## src/rtl/pipe_arbiter.sv

```systemverilog
// -----------------------------------------------------------------------------
// pipe_arbiter
//   Shares one fixed-latency, unstallable arithmetic pipe between two
//   requesters (A = index 0, B = index 1). Issue is round-robin arbitrated.
//   A tag shift register follows each operation down the pipe so its result
//   can be steered into the originating requester's response FIFO. Each
//   requester holds DEPTH credits. An op consumes a credit at issue and returns
//   it when its response is popped, so a FIFO can never overflow even though
//   the pipe cannot be stalled.
//
// Ports
//   clk, rst                    clock, synchronous active-high reset
//   a_valid/a_ready/a_x/a_y     requester A issue handshake and operands
//   a_rsp_valid/a_rsp_ready     requester A response handshake
//   a_rsp_add_sqr/a_rsp_out     requester A results (x+y)^2 and x^2-1
//   b_*                         same set of signals for requester B
//   pipe_x/pipe_y               operands driven into the shared pipe
//   pipe_add_sqr/pipe_out       pipe results, LAT edges after pipe_x/pipe_y
//   idle                        nothing in flight and both FIFOs empty
// -----------------------------------------------------------------------------
module pipe_arbiter #(
  parameter int W     = 8,
  parameter int LAT   = 3,
  parameter int DEPTH = 4
) (
  input  logic           clk,
  input  logic           rst,
  input  logic           a_valid,
  output logic           a_ready,
  input  logic [W-1:0]   a_x,
  input  logic [W-1:0]   a_y,
  output logic           a_rsp_valid,
  input  logic           a_rsp_ready,
  output logic [2*W+1:0] a_rsp_add_sqr,
  output logic [2*W-1:0] a_rsp_out,
  input  logic           b_valid,
  output logic           b_ready,
  input  logic [W-1:0]   b_x,
  input  logic [W-1:0]   b_y,
  output logic           b_rsp_valid,
  input  logic           b_rsp_ready,
  output logic [2*W+1:0] b_rsp_add_sqr,
  output logic [2*W-1:0] b_rsp_out,
  output logic [W-1:0]   pipe_x,
  output logic [W-1:0]   pipe_y,
  input  logic [2*W+1:0] pipe_add_sqr,
  input  logic [2*W-1:0] pipe_out,
  output logic           idle
);

  localparam int CW = $clog2(DEPTH + 1);
  localparam int PW = (DEPTH > 1) ? $clog2(DEPTH) : 1;
  localparam int AW = 2 * W + 2;
  localparam int OW = 2 * W;
  localparam int RW = AW + OW;

  logic [1:0]     w_valid;
  logic [1:0]     w_rsp_ready;
  logic [1:0]     w_elig;
  logic [1:0]     w_grant;
  logic [1:0]     w_push;
  logic [1:0]     w_pop;
  logic [1:0]     w_nonempty;
  logic [RW-1:0]  w_head [2];

  logic           r_last_b;   // 1 = B was granted most recently
  logic [LAT-1:0] r_tag_vld;
  logic [LAT-1:0] r_tag_id;   // 0 = A, 1 = B

  assign w_valid     = {b_valid, a_valid};
  assign w_rsp_ready = {b_rsp_ready, a_rsp_ready};

  // Grant: a lone eligible requester wins. On a tie the one not granted last
  // wins. Nothing is granted while reset is held.
  always_comb begin
    w_grant = 2'b00;
    if (!rst) begin
      if (&w_elig) begin
        w_grant = r_last_b ? 2'b01 : 2'b10;
      end else begin
        w_grant = w_elig;
      end
    end
  end

  always_comb begin
    pipe_x = '0;
    pipe_y = '0;
    if (w_grant[0]) begin
      pipe_x = a_x;
      pipe_y = a_y;
    end else if (w_grant[1]) begin
      pipe_x = b_x;
      pipe_y = b_y;
    end
  end

  always_ff @(posedge clk) begin
    if (rst) begin
      r_last_b <= 1'b1;
    end else if (|w_grant) begin
      r_last_b <= w_grant[1];
    end
  end

  // The tag line mirrors the pipe's stages one for one. A valid tag at the
  // last stage owns the result currently on pipe_add_sqr/pipe_out.
  always_ff @(posedge clk) begin
    if (rst) begin
      r_tag_vld <= '0;
      r_tag_id  <= '0;
    end else begin
      r_tag_vld[0] <= |w_grant;
      r_tag_id[0]  <= w_grant[1];
      for (int k = 1; k < LAT; k++) begin
        r_tag_vld[k] <= r_tag_vld[k-1];
        r_tag_id[k]  <= r_tag_id[k-1];
      end
    end
  end

  assign w_push[0] = r_tag_vld[LAT-1] & ~r_tag_id[LAT-1];
  assign w_push[1] = r_tag_vld[LAT-1] &  r_tag_id[LAT-1];

  // Per-requester response FIFO and credit counter.
  for (genvar gi = 0; gi < 2; gi++) begin : g_req
    logic [RW-1:0] r_mem [DEPTH];
    logic [PW-1:0] r_wr_ptr;
    logic [PW-1:0] r_rd_ptr;
    logic [CW-1:0] r_count;
    logic [CW-1:0] r_credit;

    assign w_nonempty[gi] = (r_count != '0);
    assign w_pop[gi]      = w_nonempty[gi] & w_rsp_ready[gi] & ~rst;
    assign w_elig[gi]     = w_valid[gi] & (r_credit != '0);
    assign w_head[gi]     = r_mem[r_rd_ptr];

    always_ff @(posedge clk) begin
      if (w_push[gi]) begin
        r_mem[r_wr_ptr] <= {pipe_add_sqr, pipe_out};
      end
    end

    always_ff @(posedge clk) begin
      if (rst) begin
        r_wr_ptr <= '0;
        r_rd_ptr <= '0;
        r_count  <= '0;
        r_credit <= CW'(DEPTH);
      end else begin
        if (w_push[gi]) begin
          r_wr_ptr <= (r_wr_ptr == PW'(DEPTH - 1)) ? '0 : r_wr_ptr + 1'b1;
        end
        if (w_pop[gi]) begin
          r_rd_ptr <= (r_rd_ptr == PW'(DEPTH - 1)) ? '0 : r_rd_ptr + 1'b1;
        end
        r_count  <= r_count + CW'(w_push[gi]) - CW'(w_pop[gi]);
        // A credit leaves at issue and comes back when the response is popped.
        r_credit <= r_credit - CW'(w_grant[gi]) + CW'(w_pop[gi]);
      end
    end
  end

  assign a_ready       = w_grant[0];
  assign b_ready       = w_grant[1];
  assign a_rsp_valid   = w_nonempty[0] & ~rst;
  assign b_rsp_valid   = w_nonempty[1] & ~rst;
  assign a_rsp_add_sqr = w_head[0][RW-1:OW];
  assign a_rsp_out     = w_head[0][OW-1:0];
  assign b_rsp_add_sqr = w_head[1][RW-1:OW];
  assign b_rsp_out     = w_head[1][OW-1:0];
  assign idle          = rst | ~((|r_tag_vld) | (|w_nonempty));

endmodule

```

## config.mk

```make
export PLATFORM = sky130hd
export DESIGN_NAME = pipe_arbiter
export DESIGN_NICKNAME = d
export VERILOG_FILES = /design/src/rtl/pipe_arbiter.sv
export SDC_FILE = /design/constraint.sdc
export NUM_CORES = 1
export LEC_CHECK = 0
export CORE_MARGIN = 10
export CORE_UTILIZATION = 55
export DETAILED_ROUTE_END_ITERATION = 10
export MAX_ROUTING_LAYER = met4
export PLACE_DENSITY = 0.87
export SYNTH_ARGS = -nofsm -noshare
export SYNTH_HDL_FRONTEND = slang
export SYNTH_SLANG_ARGS = --single-unit
```

## constraint.sdc

```tcl
create_clock -name clk -period 3 [get_ports clk]
set_input_delay 0.3 -clock clk [delete_from_list [all_inputs] [get_ports clk]]
set_output_delay 0.3 -clock clk [all_outputs]
set_load 0.02 [all_outputs]
```

=== Word-level counts from Yosys, hierarchy flattened ===
Memories as Yosys holds them, arrays and structs flattened. A register that Yosys moved wholly into a read port is not among the register bits.
Index checks and enable logic that the tools add are counted.

* Bits in registers: 27
* RAM bits: 272
* Bits of input ports: 72
* Output and inout port bits: 89
* Logic and storage cells: 71
* Memories: 2

* Add/subtract/negate cells: 12
* Eq/ne operators: 4
* Multiplexer cells: 19
* Bitwise operators: 15
* Reduce and logical (&&, ||, !) cells: 8

{| class="wikitable"
|+ Memories
! memory !! depth !! bits a word !! rd ports !! clocked after memory_dff !! write ports !! RTL line !! source
|-
| g_req[0].r_mem || 4 || 34 || 1 || 1 || 1 || 127 || <nowiki>logic [RW-1:0] r_mem [DEPTH];</nowiki>
|-
| g_req[1].r_mem || 4 || 34 || 1 || 1 || 1 || 127 ||
|}

{| class="wikitable"
|+ Operator list
! cell !! number
|-
| $mux W8 || 4
|-
| $mux W2 || 11
|-
| $add A3 B1 Y3 || 4
|-
| $reduce_bool A3 Y1 || 4
|-
| $sub A3 B1 Y3 || 4
|-
| $and A1 B1 Y1 || 10
|-
| $add A2 B1 Y2 const B || 4
|-
| $eq A2 B2 Y1 const B || 4
|-
| $mux W1 || 4
|-
| $reduce_or A2 Y1 || 2
|-
| $not A1 Y1 || 3
|-
| $reduce_or A3 Y1 || 1
|-
| $or A1 B1 Y1 || 2
|-
| $reduce_and A2 Y1 || 1
|}

=== Logic depth before layout (Yosys ltp) ===
Gate-level depths: netlist of the first run.

* Word-level depth: 7
* Gate-level depth with buffers: 12
* Gate-level depth less buffers: 11

=== Least setup slack after synthesis of the first run ===
No wires, ideal clock.

* Path kind: register -> register
* Start: register g_req[0].r_credit[1]
* End: register g_req[1].r_credit[2]
* Setup time: 0.117 ns
* Arrival: 2.485 ns
* Required time: 2.883 ns
* Path slack: 0.398 ns
* Stages on the path, launching flop included: 13
* Buffers on the path: 1
* Period minus slack after synthesis: 2.602 ns
* Cell sequence: dfxtp_1 > o311ai_4 > nand3_4 > buf_6 > nor2_1 > ha_1 > inv_1 > ha_1 > inv_1 > fa_1 > xor2_1 > xnor2_1 > nand2b_1

* Cells in the longest elaborated chain, start to end: 7

{| class="wikitable"
|+ Ends and longest elaborated chain
! item !! RTL line !! source
|-
| start, declared || 131 || <nowiki>logic [CW-1:0] r_credit;</nowiki>
|-
| start signal, assigned || 149 || <nowiki>r_credit <= CW'(DEPTH);</nowiki>
|-
| start signal, assigned || 159 || <nowiki>r_credit <= r_credit - CW'(w_grant[gi]) + CW'(w_pop[gi]);</nowiki>
|-
| $reduce_bool A3 Y1 || 135 || <nowiki>assign w_elig[gi] = w_valid[gi] & (r_credit != '0);</nowiki>
|-
| $and A1 B1 Y1 || 135 ||
|-
| $reduce_and A2 Y1 || 78 || <nowiki>if (&w_elig) begin</nowiki>
|-
| $mux W2 || 78 ||
|-
| $mux W2 || 77 || <nowiki>if (!rst) begin</nowiki>
|-
| net b_ready || 37 || <nowiki>output logic b_ready,</nowiki>
|-
| $sub A3 B1 Y3 || 159 ||
|-
| $add A3 B1 Y3 || 159 ||
|-
| end signal, assigned || 149 ||
|-
| end signal, assigned || 159 ||
|-
| end, declared || 131 ||
|}

The timed path passes the listed nets, and every way through them passes these cells.
A chain may end at the register's enable or synchronous reset.

=== Worst setup path in the final report of the first run ===
* Start: register g_req[0].r_credit[1]
* End: output port pipe_y[5]

* Cells in the longest elaborated chain, start to end: 7

{| class="wikitable"
|+ Ends and longest elaborated chain
! item !! RTL line !! source
|-
| $reduce_bool A3 Y1 (*) || 135 ||
|-
| $and A1 B1 Y1 (*) || 135 ||
|-
| $reduce_and A2 Y1 || 78 ||
|-
| $mux W2 (*) || 78 ||
|-
| $mux W2 (*) || 77 ||
|-
| $mux W8 || 92 || <nowiki>end else if (w_grant[1]) begin</nowiki>
|-
| $mux W8 (*) || 89 || <nowiki>if (w_grant[0]) begin</nowiki>
|-
| end, declared || 45 || <nowiki>output logic [W-1:0] pipe_y,</nowiki>
|}

Every way passes the cells marked *; elsewhere a longest branch is shown, timed or not.

==> flow_summary.ini, run 1 <==
[run_status]
outcome = finished clean

[sta]
min_period_over_period = 0.938
fin_worst_skew_ns = 0.0144
final.setup.tns_ns = 0
slew_viol_final = 0
fin_crit_ns = 2.81
fmax_mhz = 355
final-hold-violation-count = 0
rsz0062_at_grt = no
max_slew_margin = 0.354
setup_viol = 0
worst_pin_slew_ns = 0.969

[placed_design]
hpwl_um = 16400
globalplace.congestion = 0.774
placed_cells = 992
portBuffers = 160

[yosys]
async_reset_ff_frac = 0
yosys-top-cells-area = edfxtp_1, mux4_2, dfxtp_1
synth.top_cell.area_share = 0.696
synth_fp_nets = 658
syn_avg_cell_area_sq_um = 20.8
syn_area_sq_um = 11700
synth_area_leader_cell = edfxtp_1
ys_top_cells_by_count = edfxtp_1, mux4_2, inv_1
synth-seq-cells = 303
synth_most_common_cell = edfxtp_1
syn_inst = 564
ys_warn_count = 0
netlist-cell-type-count = 35
synth_seq_area_share = 0.749
synth-main-ff-cell = edfxtp_1
synth_edf_count = 272

[power]
peakVddDrop_uv = 587
p_leak_uw = 0.00485
powerDensity_nw_per_um2 = 725

[route]
ant_nets = 0
drtPass1Iterations = 5
wirelength_um = 25900
drcViolationCount = 0
vias = 5975
wl_per_cell_um = 24.8
initialDrtViolationCount = 489
avgViaCountPerCell = 5.71

[floorplan]
dieArea_sq_um = 27600
die_w_um = 166
rows = 53
start_util = 0.559
fp.dieH_um = 166
pin_count = 161
core-area_sq_um = 21000

[clock_network]
path_clk_slew_ns = 0.06
cts_tree = done
htree_levels = 1
cts_root_buf = clkbuf_16
cts_setup_buffers = 0
cts_hold_buf = 0
post_cts_resized = 0
cts_sinks = 303
clockBufferDepth = 3
insertion_delay_ns = 0.54
cts_buffers = 29

[critical_path]
start_kind = register
crit_buf_inv = 2
crit_type = register to output pin
crit_fanout = 17
end_kind = output pin
r2r_slack_ns = 0.56
crit_chain = o311ai_4 > nand3_4 > buf_4 > o32ai_1 > clkdlybuf4s50_1
cp.arrival_ns = 2.51
critPathSlowestCell = clkdlybuf4s50_1
slowest_delay_ns = 0.68
worst_path_dominant_cell_family = buffers and inverters
crit_required_ns = 2.70

[hold_path]
hold_class = primary input to register

[run]
maxCapViolCount = 0

[grt]
grt_usage = 0.190
grt_max_degree = 35
antenna_found_initial = 0
grt_overflow_total = 0
grt_pass1_vias = 6623
grt_pass1_wl_um = 39700

[cells_and_area]
instances_no_fill = 1046
antennaDiodeCount = 0
drive_above_1_share = 0.204
nets = 842
syn_to_final_growth_pct = 25.1
cell families (layout without fill, tap and decap cells):
family,Yosys count,count (layout),synth area share
buffers and inverters,60,267,0.0244
AO/OA/AOI/OAI,22,22,0.0227
multiplexers,75,75,0.137
AND/OR/NAND/NOR,75,75,0.0363
adder cells (fa/ha/maj),22,22,0.0260
XOR/XNOR,7,7,0.00522
flip-flops,303,303,0.749
report_power, final:
part	total (uW)	switching, uW	leakage, uW	internal [uW]
sequential	4820	106	0.00270	4710
combinational	2240	1100	0.00169	1140
clock	3590	1470	0.000462	2120
cells in the final DEF, fill, tap and decap left out, types with 3 or more instances in the layout:
| cell type | instances |
|---|---|
| edfxtp_1 | 272 |
| clkdlybuf4s50_1 | 159 |
| mux4_2 | 68 |
| inv_1 | 34 |
| clkbuf_16 | 29 |
| dfxtp_1 | 27 |
| nand2b_1 | 19 |
| ha_1 | 18 |
| nor2_1 | 17 |
| nor2b_1 | 14 |
| buf_4 | 14 |
| o32ai_2 | 8 |
| o32ai_1 | 8 |
| clkinv_1 | 7 |
| clkbuf_1 | 7 |
| nor3_1 | 6 |
| buf_12 | 5 |
| nand2_1 | 4 |
| and2_2 | 4 |
| and3_2 | 4 |
| mux2_2 | 4 |
| xnor2_1 | 4 |
| fa_1 | 4 |
| dfxtp_2 | 4 |
| clkinv_2 | 4 |
| bufinv_16 | 4 |
| mux2i_1 | 3 |
| xor2_1 | 3 |
registers in the layout, summed over array words and instances (netlist names), named ones only:
signal,cells
g_req.r_credit,6
g_req.r_count,6
r_tag_id,3
g_req.r_wr_ptr,4
g_req.r_rd_ptr,4
g_req.r_mem,272
r_tag_vld,3
r_last_b,1
stage by stage:
step | cell area (sq um) | util | setup WS (ns) | hold WS, ns | power (uW)
after floorplan | 11700 | - | 0.398 | 0.399 | 6240
after global placement | 13700 | 0.654 | 0.516 | 0.429 | 7080
after detailed placement | 13700 | 0.654 | 0.385 | 0.436 | 7170
after CTS | 14700 | 0.699 | 0.171 | 0.103 | 10700
after global routing | 14700 | 0.699 | 0.100 | 0.123 | 11000
final | 14700 | 0.699 | 0.186 | 0.119 | 10600
cell type report:
| type | count | area (sq um) |
|---|---|---|
| timing repair buffer | 179 | 1800 |
| sequential | 303 | 8790 |
| clock buffer | 36 | 752 |
| tap | 275 | 344 |
| fill | 1269 | 6330 |
| clock inverter | 18 | 193 |
| multi-input combinational | 201 | 2680 |
| inverter | 34 | 128 |
layer usage:
| layer | GRT usage | share of wire | vias to the layer above |
|---|---|---|---|
| met1 | 0.224 | 0.39 | 3083 |
| met4 | 0.0393 | 0.016 | 0 |
| li1 | - | - | 2610 |
| met2 | 0.329 | 0.53 | 249 |
| met5 | - | 0 | - |
| met3 | 0.0454 | 0.068 | 33 |
path summary, 6_finish.rpt:
path / cells after the start / end / from
setup / recovery: 5 / pipe_y[5] / g_req[0].r_credit[1]
hold / removal: 2 / g_req[1].r_credit[1] / rst
setup reg to reg: 11 / g_req[0].r_count[2] / g_req[0].r_count[1]
hold reg to reg: 1 / r_tag_id[1] / r_tag_id[0]
(Power assumes the default switching activity.)
==> run 2, diff against run 1 <==
--- a/config.mk
+++ b/config.mk
@@ -5,6 +5,7 @@
 export SDC_FILE = /design/constraint.sdc
 export NUM_CORES = 1
 export LEC_CHECK = 0
+export ABC_AREA = 1
 export CORE_MARGIN = 10
 export CORE_UTILIZATION = 55
 export DETAILED_ROUTE_END_ITERATION = 10
@@ -13,3 +14,4 @@
 export SYNTH_ARGS = -nofsm -noshare
 export SYNTH_HDL_FRONTEND = slang
 export SYNTH_SLANG_ARGS = --single-unit
+export TNS_END_PERCENT = 50
==> run 2 against run 1 <==
Net effect: setup slack gained 0.031 ns; first-iteration DRC count grew 35%; non-clock buffer count rose by 3; synthesized area grew 1.1%; clock skew grew 0.0051 ns; routed wire length increased by 7.5%; critical path type unchanged; via count rose by 30%.
==> flow_summary.ini, run 2 <==
[run_status]
outcome = finished clean

[cells_and_area]
nets = 1156
drive_above_1_share = 0.0794
largest_reg_flops = 272
fill_cells = 1364
postLayoutCoreUtil = 0.691
mostFrequentLayoutCells = edfxtp_1, nor2_1, clkdlybuf4s50_1
regMostFlops = g_req.r_mem
reg.largest.list = g_req.r_mem x272, g_req.r_count x6, g_req.r_credit x6
syn_to_final_growth_pct = 23.2
final_common_cell = edfxtp_1

[clock_network]
path_clk_slew_ns = 0.07
cts_setup_buffers = 0
clockBufferDepth = 3
cts_root_buf = clkbuf_16
cts_hold_buf = 0
cts_buffers = 28
htree_levels = 1
cts_sinks = 303
insertion_delay_ns = 0.54
cts_tree = done

[route]
initialDrtViolationCount = 658
wirelength_um = 27800
ant_nets = 0
avgViaCountPerCell = 5.70
drtPass1Iterations = 5
wl_per_cell_um = 20.5
drcViolationCount = 0
vias = 7746

[placed_design]
globalplace.congestion = 0.830
portBuffers = 160
hpwl_um = 17000
pre_cts_ws_ns = 0.328

[critical_path]
end_kind = output pin
cp.arrival_ns = 2.48
start_kind = register
crit_fanout = 68
crit_required_ns = 2.70
crit_type = register to output pin

[yosys]
syn_avg_cell_area_sq_um = 13.2
synth_fp_nets = 993
synth-main-ff-cell = edfxtp_1
netlist-cell-type-count = 31
synth.top_cell.area_share = 0.688
synth_area_leader_cell = edfxtp_1
synth_seq_area_share = 0.740
synth_edf_count = 272
ys_warn_count = 0
syn_inst = 899
synth-seq-cells = 303
ys_top_cells_by_count = edfxtp_1, nor2_1, o21ai_0
synth_most_common_cell = edfxtp_1
yosys-top-cells-area = edfxtp_1, o21ai_0, nor2_1
syn_area_sq_um = 11900
async_reset_ff_frac = 0

[floorplan]
rows = 53
fp.dieH_um = 167
pin_count = 161
die_w_um = 167
core-area_sq_um = 21200
start_util = 0.561
dieArea_sq_um = 27900

[grt]
grt_pass1_wl_um = 42900
grt_max_degree = 69
grt_usage = 0.196
grt_pass1_vias = 7970
grt_overflow_total = 0
antenna_found_initial = 1

[sta]
fin_worst_skew_ns = 0.0196
setup_viol = 0
setup_ws_ns = 0.217
worst_pin_slew_ns = 0.640
final.setup.tns_ns = 0
final-hold-violation-count = 0
max_slew_margin = 0.572
rsz0062_at_grt = no
fmax_mhz = 359
fin_crit_ns = 2.78
slew_viol_final = 0
min_period_over_period = 0.928

[run]
maxCapViolCount = 0

[power]
p_total_uw = 11400
powerDensity_nw_per_um2 = 777
peakVddDrop_uv = 453
p_leak_uw = 0.00513

[hold_path]
hold_class = register to register
-- run 2: changes by cell type in the layout (fill, tap and decap cells not counted), sizes merged, moves of 4 or more --
cell / change
and2: -5
and3: -4
inv: +15
mux2: -4
mux4: -68
nand2: +36
nand2b: -19
nand3: +40
nor2: +153
nor2b: -14
nor3: -5
o21ai: +141
o22ai: +68
o32ai: -16
-- run 2: final timing paths --
check        slack, ns                   end  depth (start not counted)                  from
max               0.22     b_rsp_add_sqr[16]                          4              register
min               0.41           r_tag_id[2]                          2           r_tag_id[1]
max reg2reg       0.71  g_req[1].r_credit[2]                         12  g_req[0].r_credit[1]
min reg2reg       0.41           r_tag_id[2]                          2           r_tag_id[1]
-- run 2: layer usage --
metal	wire length, um	global-route usage
met1	10800	0.226
met2	14000	0.332
met3	2580	0.0518
met4	432	0.0565
met5	0	-
-- run 2: cells by family (layout without fill, tap and decap cells) --
group                      count (synthesis)  count (layout)  synth area share
other                                      0               1                 0
AOI/OAI and AO/OA                        214             214            0.0976
buffers and inverters                     99             283            0.0407
and+or+nand+nor                          256             256            0.0919
xor gates and xnor gates                   5               5           0.00369
adders and majority gates                 22              22            0.0257
DFF                                      303             303             0.740
-- run 2: repair_timing --
item | 4_1_cts | 5_1_grt
gates resized for setup | 1 | 1
setup endpoints to repair | 1 | 6
hold endpoints to repair | 0 | 0
-- run 2: final cells by class --
| class | count | area (sq um) | area share |
|---|---|---|---|
| inverter | 50 | 193 | 0.0132 |
| tap | 275 | 344 | 0.0235 |
| sequential | 303 | 8790 | 0.601 |
| clock inverter | 14 | 114 | 0.00779 |
| timing repair buffer | 182 | 1760 | 0.121 |
| multi-input combinational | 497 | 2660 | 0.182 |
| clock buffer | 37 | 756 | 0.0517 |
| antenna | 1 | 2.50 | 0.000171 |
-- run 2: metrics by stage --
stage / hold slack [ns] / cells / area (sq um)
after floorplan: 0.388 / 899 / 11900
after CTS: 0.413 / 1358 / 14600
after global placement: 0.398 / 1307 / 13700
final: 0.409 / 1359 / 14600
after detailed placement: 0.400 / 1307 / 13700
after global routing: 0.431 / 1359 / 14600
-- run 2: report_power, final --
part / switching (uW) / internal [uW]
registers: 115 / 4730
logic: 1920 / 1240
clock network: 1430 / 1930
total: 3460 / 7910
-- run 2: worst max-delay path: stages, from the launching register on --
cell and delay (ns):
dfxtp_4 0.43, inv_6 0.40, o21ai_0 0.18, o22ai_1 0.26
clkdlybuf4s50_1 0.67
==> run 3, diff against run 2 <==
--- a/config.mk
+++ b/config.mk
@@ -6,7 +6,7 @@
 export NUM_CORES = 1
 export LEC_CHECK = 0
 export ABC_AREA = 1
-export CORE_MARGIN = 10
+export CORE_MARGIN = 2
 export CORE_UTILIZATION = 55
 export DETAILED_ROUTE_END_ITERATION = 10
 export MAX_ROUTING_LAYER = met4
==> run 3 against run 2 <==
Net effect: design area up 1.6%; non-clock buffer count up 4; critical path depth up 1; setup slack worse by 0.12 ns; register-to-register slack better by 0.03 ns; largest cell class unchanged; fmax down 4.3%.
==> flow_summary.ini, run 3 (synthesis gave the netlist of run 2 again) <==
[run_status]
outcome = finished clean

[hold_path]
hold_class = register to register

[clock_network]
cts_root_buf = clkbuf_16
cts_sinks = 303
path_clk_slew_ns = 0.06
cts_setup_buffers = 0
cts_buffers = 28
htree_levels = 1
insertion_delay_ns = 0.54
clockBufferDepth = 3
cts_tree = done

[cells_and_area]
postLayoutCoreUtil = 0.705
nets = 1160
reg.largest.list = g_req.r_mem x272, g_req.r_count x6, g_req.r_credit x6
final_common_cell = edfxtp_1
regMostFlops = g_req.r_mem
syn_to_final_growth_pct = 25.2
instances_no_fill = 1363
fill_cells = 1310
antennaDiodeCount = 0
drive_above_1_share = 0.0919
mostFrequentLayoutCells = edfxtp_1, nor2_1, clkdlybuf4s50_1
largest_reg_flops = 272

[critical_path]
r2r_slack_ns = 0.74
critPathCapture = b_rsp_out[7]
crit_fanout = 57
crit_type = register to output pin
r2r-start = g_req[0].r_credit[1]
cp.arrival_ns = 2.61
r2r_cells = 12
r2r_end = g_req[1].r_credit[2]
crit_required_ns = 2.70
end_kind = output pin
start_kind = register

[sta]
fin_hold_ws_ns = 0.416
setup_ws_ns = 0.0920
max_slew_margin = 0.481
final.setup.tns_ns = 0
slew_viol_final = 0
final-hold-violation-count = 0
min_period_over_period = 0.969
fmax_mhz = 344
fin_worst_skew_ns = 0.00844
setup_viol = 0
worst_pin_slew_ns = 0.776
rsz0062_at_grt = no
fin_crit_ns = 2.91

[power]
powerDensity_nw_per_um2 = 803
switching_power_uw = 3570
peakVddDrop_uv = 443
p_leak_uw = 0.00524
p_comb_frac = 0.265
p_seq_frac = 0.407
swShare = 0.299
internal_power_uw = 8360
clockPowerShare = 0.327

[floorplan]
core-area_sq_um = 21100
pin_count = 161
fp.dieH_um = 151
die_w_um = 151
start_util = 0.563
dieArea_sq_um = 22800
rows = 53

[route]
drcViolationCount = 0
avgViaCountPerCell = 5.82
wl_per_cell_um = 20.3
wirelength_um = 27600
drtPass1Iterations = 5
ant_nets = 0
vias = 7938
initialDrtViolationCount = 699

[grt]
grt_max_degree = 58
antenna_found_initial = 0
grt_overflow_total = 0
grt_pass1_wl_um = 41600
grt_pass1_vias = 7816
grt_usage = 0.247

[placed_design]
placed_cells = 1311
globalplace.congestion = 0.794
hpwl_um = 16500
portBuffers = 160
pre_cts_ws_ns = 0.357

[run]
maxCapViolCount = 0
-- run 3: changes by cell type in the layout (fill, tap and decap cells not counted), sizes merged --
cell / previous run / this run
diode: 1 / 0
clkbuf: 37 / 33
inv: 50 / 51
clkinvlp: 1 / 2
bufinv: 2 / 7
buf: 23 / 27
clkinv: 11 / 9
-- run 3: how the worst min path moves through the flow --
stage | from | endpoint | slack [ns] | cells past startpoint
floorplan | r_tag_id[0] | r_tag_id[1] | 0.39 | 2
global placement | r_tag_id[1] | r_tag_id[2] | 0.40 | 2
detailed placement | r_tag_id[1] | r_tag_id[2] | 0.40 | 2
CTS | r_tag_id[1] | r_tag_id[2] | 0.42 | 2
global route | r_tag_id[1] | r_tag_id[2] | 0.43 | 2
finish | r_tag_id[1] | r_tag_id[2] | 0.42 | 2
-- run 3: worst max-delay path: stages (launching register included) --
cell	delay, ns
dfxtp_4	0.54
clkinv_8	0.26
buf_4	0.28
o21ai_0	0.28
o22ai_1	0.14
clkdlybuf4s50_1	0.56
-- run 3: area by class of cell --
type | instances | area [sq um] | area share
tap | 275 | 344 | 0.0232
inverter | 50 | 200 | 0.0135
sequential | 303 | 8790 | 0.592
timing repair buffer | 186 | 1840 | 0.124
clock inverter | 19 | 287 | 0.0193
clock buffer | 33 | 741 | 0.0498
multi-input combinational | 497 | 2660 | 0.179
-- run 3: stage by stage --
step                total power (uW)  area (sq um)
floorplan                       6770         11900
global placement                7950         13800
global route                   12400         14900
CTS                            12000         14900
detailed placement              8070         13800
finish                         11900         14900
-- run 3: power groups by stage --
stage | logic [uW] | clock network [uW] | registers [uW]
floorplan | 1890 | 0 | 4870
CTS | 3170 | 3920 | 4860
global placement | 3010 | 0 | 4940
global route | 3420 | 4080 | 4880
finish | 3170 | 3910 | 4860
detailed placement | 3130 | 0 | 4950
-- run 3: routing by layer --
layer	vias to the layer above	track usage	routed length, um	part of all wire
li1	3591	-	-	-
met1	3812	0.297	10100	0.36
met2	466	0.428	14000	0.51
met3	69	0.0503	2750	0.099
met4	0	0.0668	760	0.028
met5	-	-	0	0
-- run 3: timing repair --
action | 4_1_cts | 5_1_grt
hold buffers | 0 | 0
endpoints found under the setup margin | 20 | 1
gates resized for setup | 4 | 1
